<file path="src/rtl/rxd_frame_decoder.sv">
// Receive-side decoder for the 14-byte UART telemetry frame: 0xFF preamble, 10 payload bytes, range check, atomic output update.
// Optional build macro RXD_FRAME_CHECKSUM_EN appends an XOR checksum byte after the payload.
module rxd_frame_decoder #(
  parameter int SYNC_LEN       = 4,
  parameter int PAYLOAD_LEN    = 10,
  parameter int TIMEOUT_CYCLES = 100000
) (
  input  logic       clk,
  input  logic       rst,
  input  logic [7:0] rx_data,
  input  logic       rx_done,
  output logic [9:0] xpos_tank_enemy,
  output logic [9:0] ypos_tank_enemy,
  output logic [9:0] xpos_bullet_enemy,
  output logic [9:0] ypos_bullet_enemy,
  output logic [6:0] flags_enemy,
  output logic [7:0] hp_enemy,
  output logic       frame_valid,
  output logic       sync_locked,
  output logic [7:0] err_count
);

  typedef enum logic [1:0] {HUNT, PAYLOAD, SYNC_CHECK} state_t;

`ifdef RXD_FRAME_CHECKSUM_EN
  localparam int LAST_IDX = PAYLOAD_LEN;
`else
  localparam int LAST_IDX = PAYLOAD_LEN - 1;
`endif
  localparam int IDX_W  = $clog2(PAYLOAD_LEN + 2);
  localparam int SYNC_W = $clog2(SYNC_LEN + 1);
  localparam int TMO_W  = $clog2(TIMEOUT_CYCLES + 1);

  state_t            state_reg;
  logic [SYNC_W-1:0] sync_cnt_reg;
  logic [IDX_W-1:0]  idx_reg;
  logic [7:0]        shadow_reg [0:PAYLOAD_LEN-1];
  logic [TMO_W-1:0]  tmo_cnt_reg;
  logic              timeout;
  logic              range_bad;
  logic              last_byte;
  logic              frame_ok;
  logic [7:0]        hp_byte;
  logic [7:0]        err_inc;

  // Inter-byte idle timer; saturates so a long idle raises timeout continuously.
  always_ff @(posedge clk) begin
    if (rst) begin
      tmo_cnt_reg <= '0;
    end else if (rx_done) begin
      tmo_cnt_reg <= '0;
    end else if (tmo_cnt_reg != TMO_W'(TIMEOUT_CYCLES)) begin
      tmo_cnt_reg <= tmo_cnt_reg + TMO_W'(1);
    end
  end

  assign timeout   = !rx_done && (tmo_cnt_reg == TMO_W'(TIMEOUT_CYCLES));
  assign range_bad = ((idx_reg < IDX_W'(8)) && idx_reg[0] && (rx_data > 8'h03)) ||
                     ((idx_reg == IDX_W'(8)) && rx_data[7]);
  assign last_byte = (idx_reg == IDX_W'(LAST_IDX));
  assign err_inc   = (err_count == 8'hFF) ? 8'hFF : err_count + 8'd1;

`ifdef RXD_FRAME_CHECKSUM_EN
  logic [7:0] xor_reg;
  assign frame_ok = (rx_data == xor_reg);
  assign hp_byte  = shadow_reg[9];
`else
  assign frame_ok = 1'b1;
  assign hp_byte  = rx_data;
`endif

  always_ff @(posedge clk) begin
    if (rst) begin
      state_reg         <= HUNT;
      sync_cnt_reg      <= '0;
      idx_reg           <= '0;
      xpos_tank_enemy   <= '0;
      ypos_tank_enemy   <= '0;
      xpos_bullet_enemy <= '0;
      ypos_bullet_enemy <= '0;
      flags_enemy       <= '0;
      hp_enemy          <= '0;
      frame_valid       <= 1'b0;
      sync_locked       <= 1'b0;
      err_count         <= '0;
`ifdef RXD_FRAME_CHECKSUM_EN
      xor_reg           <= '0;
`endif
      for (int i = 0; i < PAYLOAD_LEN; i++) shadow_reg[i] <= '0;
    end else begin
      frame_valid <= 1'b0;
      if (rx_done) begin
        unique case (state_reg)
          HUNT: begin
            if (sync_cnt_reg == SYNC_W'(SYNC_LEN)) begin
              // Byte after a full preamble is payload byte 0, even if it is 0xFF.
              shadow_reg[0] <= rx_data;
              idx_reg       <= IDX_W'(1);
              sync_cnt_reg  <= '0;
              state_reg     <= PAYLOAD;
`ifdef RXD_FRAME_CHECKSUM_EN
              xor_reg       <= rx_data;
`endif
            end else if (rx_data == 8'hFF) begin
              sync_cnt_reg <= sync_cnt_reg + SYNC_W'(1);
            end else begin
              sync_cnt_reg <= '0;
            end
          end
          PAYLOAD: begin
            if (range_bad || (last_byte && !frame_ok)) begin
              err_count    <= err_inc;
              sync_locked  <= 1'b0;
              sync_cnt_reg <= '0;
              state_reg    <= HUNT;
            end else if (last_byte) begin
              // High bytes are range-checked to <= 3, so truncation drops only zeros.
              xpos_tank_enemy   <= 10'({shadow_reg[1], shadow_reg[0]});
              ypos_tank_enemy   <= 10'({shadow_reg[3], shadow_reg[2]});
              xpos_bullet_enemy <= 10'({shadow_reg[5], shadow_reg[4]});
              ypos_bullet_enemy <= 10'({shadow_reg[7], shadow_reg[6]});
              flags_enemy       <= 7'(shadow_reg[8]);
              hp_enemy          <= hp_byte;
              frame_valid       <= 1'b1;
              sync_locked       <= 1'b1;
              sync_cnt_reg      <= '0;
              state_reg         <= SYNC_CHECK;
            end else begin
              for (int i = 0; i < PAYLOAD_LEN; i++) begin
                if (idx_reg == IDX_W'(i)) shadow_reg[i] <= rx_data;
              end
              idx_reg <= idx_reg + IDX_W'(1);
`ifdef RXD_FRAME_CHECKSUM_EN
              xor_reg <= xor_reg ^ rx_data;
`endif
            end
          end
          SYNC_CHECK: begin
            if (rx_data != 8'hFF) begin
              err_count    <= err_inc;
              sync_locked  <= 1'b0;
              sync_cnt_reg <= '0;
              state_reg    <= HUNT;
            end else if (sync_cnt_reg == SYNC_W'(SYNC_LEN - 1)) begin
              idx_reg      <= '0;
              sync_cnt_reg <= '0;
              state_reg    <= PAYLOAD;
`ifdef RXD_FRAME_CHECKSUM_EN
              xor_reg      <= '0;
`endif
            end else begin
              sync_cnt_reg <= sync_cnt_reg + SYNC_W'(1);
            end
          end
          default: state_reg <= HUNT;
        endcase
      end else if (timeout) begin
        if (state_reg == HUNT) begin
          sync_cnt_reg <= '0;
        end else begin
          err_count    <= err_inc;
          sync_locked  <= 1'b0;
          sync_cnt_reg <= '0;
          state_reg    <= HUNT;
        end
      end
    end
  end

endmodule

</file>
<file path="config.mk">
export PLATFORM = sky130hd
export DESIGN_NAME = rxd_frame_decoder
export DESIGN_NICKNAME = d
export VERILOG_FILES = /design/src/rtl/rxd_frame_decoder.sv
export SDC_FILE = /design/constraint.sdc
export NUM_CORES = 1
export LEC_CHECK = 0
export ABC_CLOCK_PERIOD_IN_PS = 7700
export CORE_MARGIN = 2
export CORE_UTILIZATION = 30
export CTS_BUF_LIST = sky130_fd_sc_hd__clkbuf_16
export CTS_CLUSTER_SIZE = 40
export DETAILED_ROUTE_END_ITERATION = 10
export RECOVER_POWER = 100
export SKIP_CTS_REPAIR_TIMING = 1
export SYNTH_ARGS = -nofsm -noshare
export SYNTH_HDL_FRONTEND = slang
export SYNTH_SLANG_ARGS = --single-unit
export TNS_END_PERCENT = 50
</file>
<file path="constraint.sdc">
create_clock -name clk -period 7.7 [get_ports clk]
set_input_delay 2.31 -clock clk [delete_from_list [all_inputs] [get_ports clk]]
set_output_delay 2.31 -clock clk [all_outputs]
set_load 0.1 [all_outputs]
</file>
==> flow_metrics.py <==
metrics = {
    "worst_setup_path": {
        "path_cells": "dlygate4sd3_1 -> or4_1 -> o32ai_1 -> nand3_1 -> nor3_1 -> a221o_1",
        "critPathBufInv": 1,
        "crit_type": "primary input to register",
        "crit_path_end_kind": "register",
        "startpoint_type": "primary input",
        "setup.worst_path.start": "rx_data[6]",
        "critPathTopFamily": "simple AND/OR/NAND/NOR gates",
        "critPathSlowestCell": "nand3_1",
        "required_ps": 7770,
        "r2r-start": "idx_reg[0]$_SDFFE_PP0P_",
        "arrival_ps": 5960,
        "r2r_slack_ps": 3990,
        "path_max_fanout": 18,
        "r2r_cells": 7,
        "slowest_delay_ps": 710,
        "r2r_end": "shadow_reg[0][3]$_SDFFCE_PN0P_",
    },
    "outcome": {
        "violations": "capacitance limit, slew limit",
        "status": "complete, but fails checks",
    },
    "clock_network": {
        "cts_buffer_depth": 2,
        "root_buffer": "clkbuf_16",
        "cts_tree": "done",
        "cts_buffers": 17,
        "htree_levels": 4,
        "path_clk_slew_ps": 60,
        "clock_latency_ps": 420,
        "cts_sinks": 138,
    },
    "place": {
        "io_buffers": 75,
        "gp_congestion": 0.790,
        "place_hpwl_um": 8830,
    },
    "final_layout": {
        "multi_input_area_um2": 2420,
        "regArea_um2": 3230,
        "syn_to_final_growth_pct": 23.7,
        "largest_reg_flops": 47,
        "drive_gt1_share_pct": 5.55,
        "nNetsFinal": 698,
        "num-fill-cells": 1999,
        "diodes": 0,
        "postLayoutCoreUtil_pct": 37.8,
    },
    "synth": {
        "netlist_area_um2": 5970,
        "synth_fa_ha_area_share_pct": 3.14,
        "synthFlopType": "dfxtp_1",
        "ys_warn_count": 0,
        "synth-edff-count": 47,
        "async_flop_share_pct": 0,
        "seq_area_frac_synth_pct": 54.1,
        "synth_compound_area_share_pct": 12.3,
        "avgSynthCellArea_um2": 9.73,
        "synthXorXnorAreaFrac_pct": 1.47,
        "synth_top_family_by_area": "simple AND/OR/NAND/NOR gates",
        "syn-num-nets": 640,
        "muxShareOfSynthArea_pct": 1.24,
        "yosys.cell_types.count": 60,
        "ys_ff_latch": 138,
        "syn_inst": 614,
        "synth-simple-area-share_pct": 23.3,
    },
    "hold_path": {
        "worstHoldStart": "ypos_bullet_enemy[0]$_SDFFE_PP0P_",
        "hp-class": "register to register",
        "min_path_cells": 2,
        "holdPathEnd": "ypos_bullet_enemy[0]$_SDFFE_PP0P_",
    },
    "drt": {
        "routed.top_layer": "met4",
        "wl_met3_um": 468,
        "dr.pass1.iters": 4,
        "wirelength_um": 13600,
        "drt-met1-wl_um": 6430,
        "drtIter0Drc": 243,
        "vias": 4531,
        "ant_nets": 0,
        "wl_per_cell_um": 14.3,
        "wl_met2_um": 6380,
        "drcViolationCount": 0,
        "viasPerCell": 4.77,
    },
    "flow_run": {
        "drv_cap": 2,
    },
    "floorplanning": {
        "die-width_um": 145,
        "row_count": 51,
        "io_pins": 76,
        "core_area_um2": 19500,
        "die_area_um2": 21100,
        "die_y_um": 145,
        "start_util_pct": 30.6,
    },
    "timing": {
        "setup_viol_count_final": 0,
        "rsz0062_at_grt": "false",
        "layout_min_cycle_time_ps": 5890,
        "tightest_slew_ps": 2030,
        "skew_ps": 18.5,
        "fmax_mhz": 170,
        "slew_headroom_pct": -35.4,
        "final_max_slew_viol_count": 72,
        "final.period_utilization_pct": 76.6,
        "hold_viol_final": 0,
        "tns_ps": 0,
    },
    "power_and_ir_drop": {
        "vdd_drop_max_mv": 0.144,
        "powerDensity_nw_per_um2": 214,
        "p_leak_uw": 0.00281,
    },
    "grt": {
        "grt_overflow": 0,
        "antenna_found_initial": 0,
        "grt.total_usage_pct": 13.0,
        "grt_pass1_wl_um": 22100,
        "grt_max_degree": 58,
        "grt_pass1_vias": 4285,
    },
}
## cell usage in the layout, fill, tap and decap left out, types with 2 or more instances in the layout
| master | n |
|---|---|
| a211oi_1 | 7 |
| a21o_1 | 8 |
| a21oi_1 | 67 |
| a31oi_1 | 9 |
| and2_0 | 7 |
| and2_1 | 3 |
| and3_1 | 38 |
| and4_1 | 5 |
| and4b_1 | 2 |
| buf_4 | 2 |
| clkbuf_16 | 18 |
| clkdlybuf4s50_1 | 6 |
| clkinv_4 | 4 |
| clkinvlp_4 | 3 |
| dfxtp_1 | 91 |
| dlygate4sd3_1 | 68 |
| edfxtp_1 | 47 |
| ha_1 | 15 |
| inv_1 | 19 |
| inv_6 | 2 |
| mux2_2 | 3 |
| mux2i_1 | 4 |
| nand2_1 | 123 |
| nand2b_1 | 2 |
| nand3_1 | 10 |
| nand4_1 | 10 |
| nor2_1 | 26 |
| nor2b_1 | 11 |
| nor3_1 | 11 |
| nor4b_1 | 4 |
| o211ai_1 | 3 |
| o21ai_0 | 10 |
| o22ai_1 | 2 |
| o31ai_1 | 2 |
| o32ai_1 | 2 |
| or3_1 | 5 |
| or4_1 | 3 |
| xnor2_1 | 5 |
| xor2_1 | 5 |
## cell usage after synthesis, types with 6 or more instances
| library cell | count | area share, % |
|---|---|---|
| a211oi_1 | 7 | 0.88 |
| a21o_1 | 8 | 1.0 |
| a21oi_1 | 67 | 5.6 |
| a31oi_1 | 9 | 0.94 |
| and2_1 | 10 | 1.0 |
| and3_1 | 38 | 4.0 |
| buf_6 | 6 | 1.1 |
| clkbuf_1 | 24 | 1.5 |
| dfxtp_1 | 91 | 31 |
| edfxtp_1 | 47 | 24 |
| ha_1 | 15 | 3.1 |
| inv_1 | 17 | 1.1 |
| nand2_1 | 123 | 7.7 |
| nand3_1 | 9 | 0.75 |
| nand4_1 | 10 | 1.0 |
| nor2_1 | 26 | 1.6 |
| nor2b_1 | 11 | 1.2 |
| nor3_1 | 9 | 0.75 |
| o21ai_0 | 10 | 0.84 |
## power breakdown
group / switching (uW) / total (uW) / internal, uW
Clock: 319 / 782 / 463
Combinational: 25.2 / 34.0 / 8.73
Sequential: 2.97 / 764 / 761
## worst register-to-register path: stages, from the launching register on
cell     delay, ps
dfxtp_1        430
inv_1          120
ha_1           350
and4b_1        280
o32a_1         280
nor4b_1       1260
a32oi_1        530
nor2b_1        280
## worst max-delay path by stage
stage | slack (ps) | cells past startpoint | end
after floorplan | 3170 | 5 | shadow_reg[0][64]$_SDFFCE_PN0P_
after global placement | 2110 | 5 | shadow_reg[0][68]$_SDFFCE_PN0P_
after detailed placement | 2100 | 5 | shadow_reg[0][68]$_SDFFCE_PN0P_
after CTS | 2520 | 7 | ypos_tank_enemy[9]$_SDFFE_PP0P_
after global routing | 1620 | 5 | shadow_reg[0][65]$_SDFFCE_PN0P_
final | 1810 | 6 | shadow_reg[0][4]$_SDFFCE_PN0P_
## metal layers
layer,vias to the layer above,track usage [%]
met2,84,20.4
met3,17,3.74
met1,2142,17.1
met5,-,0
met4,0,4.71
li1,2288,-
## kinds of logic (layout without fill, tap and decap cells)
family          after synthesis  after routing
flops                       138            138
mux                           7              7
compound gates              120            120
fa+ha+maj                    15             15
xor+xnor                     10             10
simple gates                269            269
buf+inv                      55            126
## layout make-up
| type | count | area share [%] |
|---|---|---|
| Clock buffer | 18 | 6.10 |
| Clock inverter | 14 | 1.64 |
| Inverter | 17 | 0.864 |
| Multi-Input combinational cell | 421 | 32.8 |
| Sequential cell | 138 | 43.8 |
| Tap cell | 265 | 4.49 |
| Timing Repair Buffer | 77 | 10.3 |
## per-stage QoR
stage               total power (uW)  hold slack (ps)  instance area, um^2  worst slack [ps]  instances
detailed placement               814              446                 6870              2100        918
floorplan                        797              451                 5970              3170        614
CTS                             1600              455                 7440              2520        950
global placement                 815              445                 6870              2110        918
global route                    1630              471                 7390              1620        950
finish                          1580              448                 7390              1810        950
No activity file was read; power rests on OpenSTA's default activity.
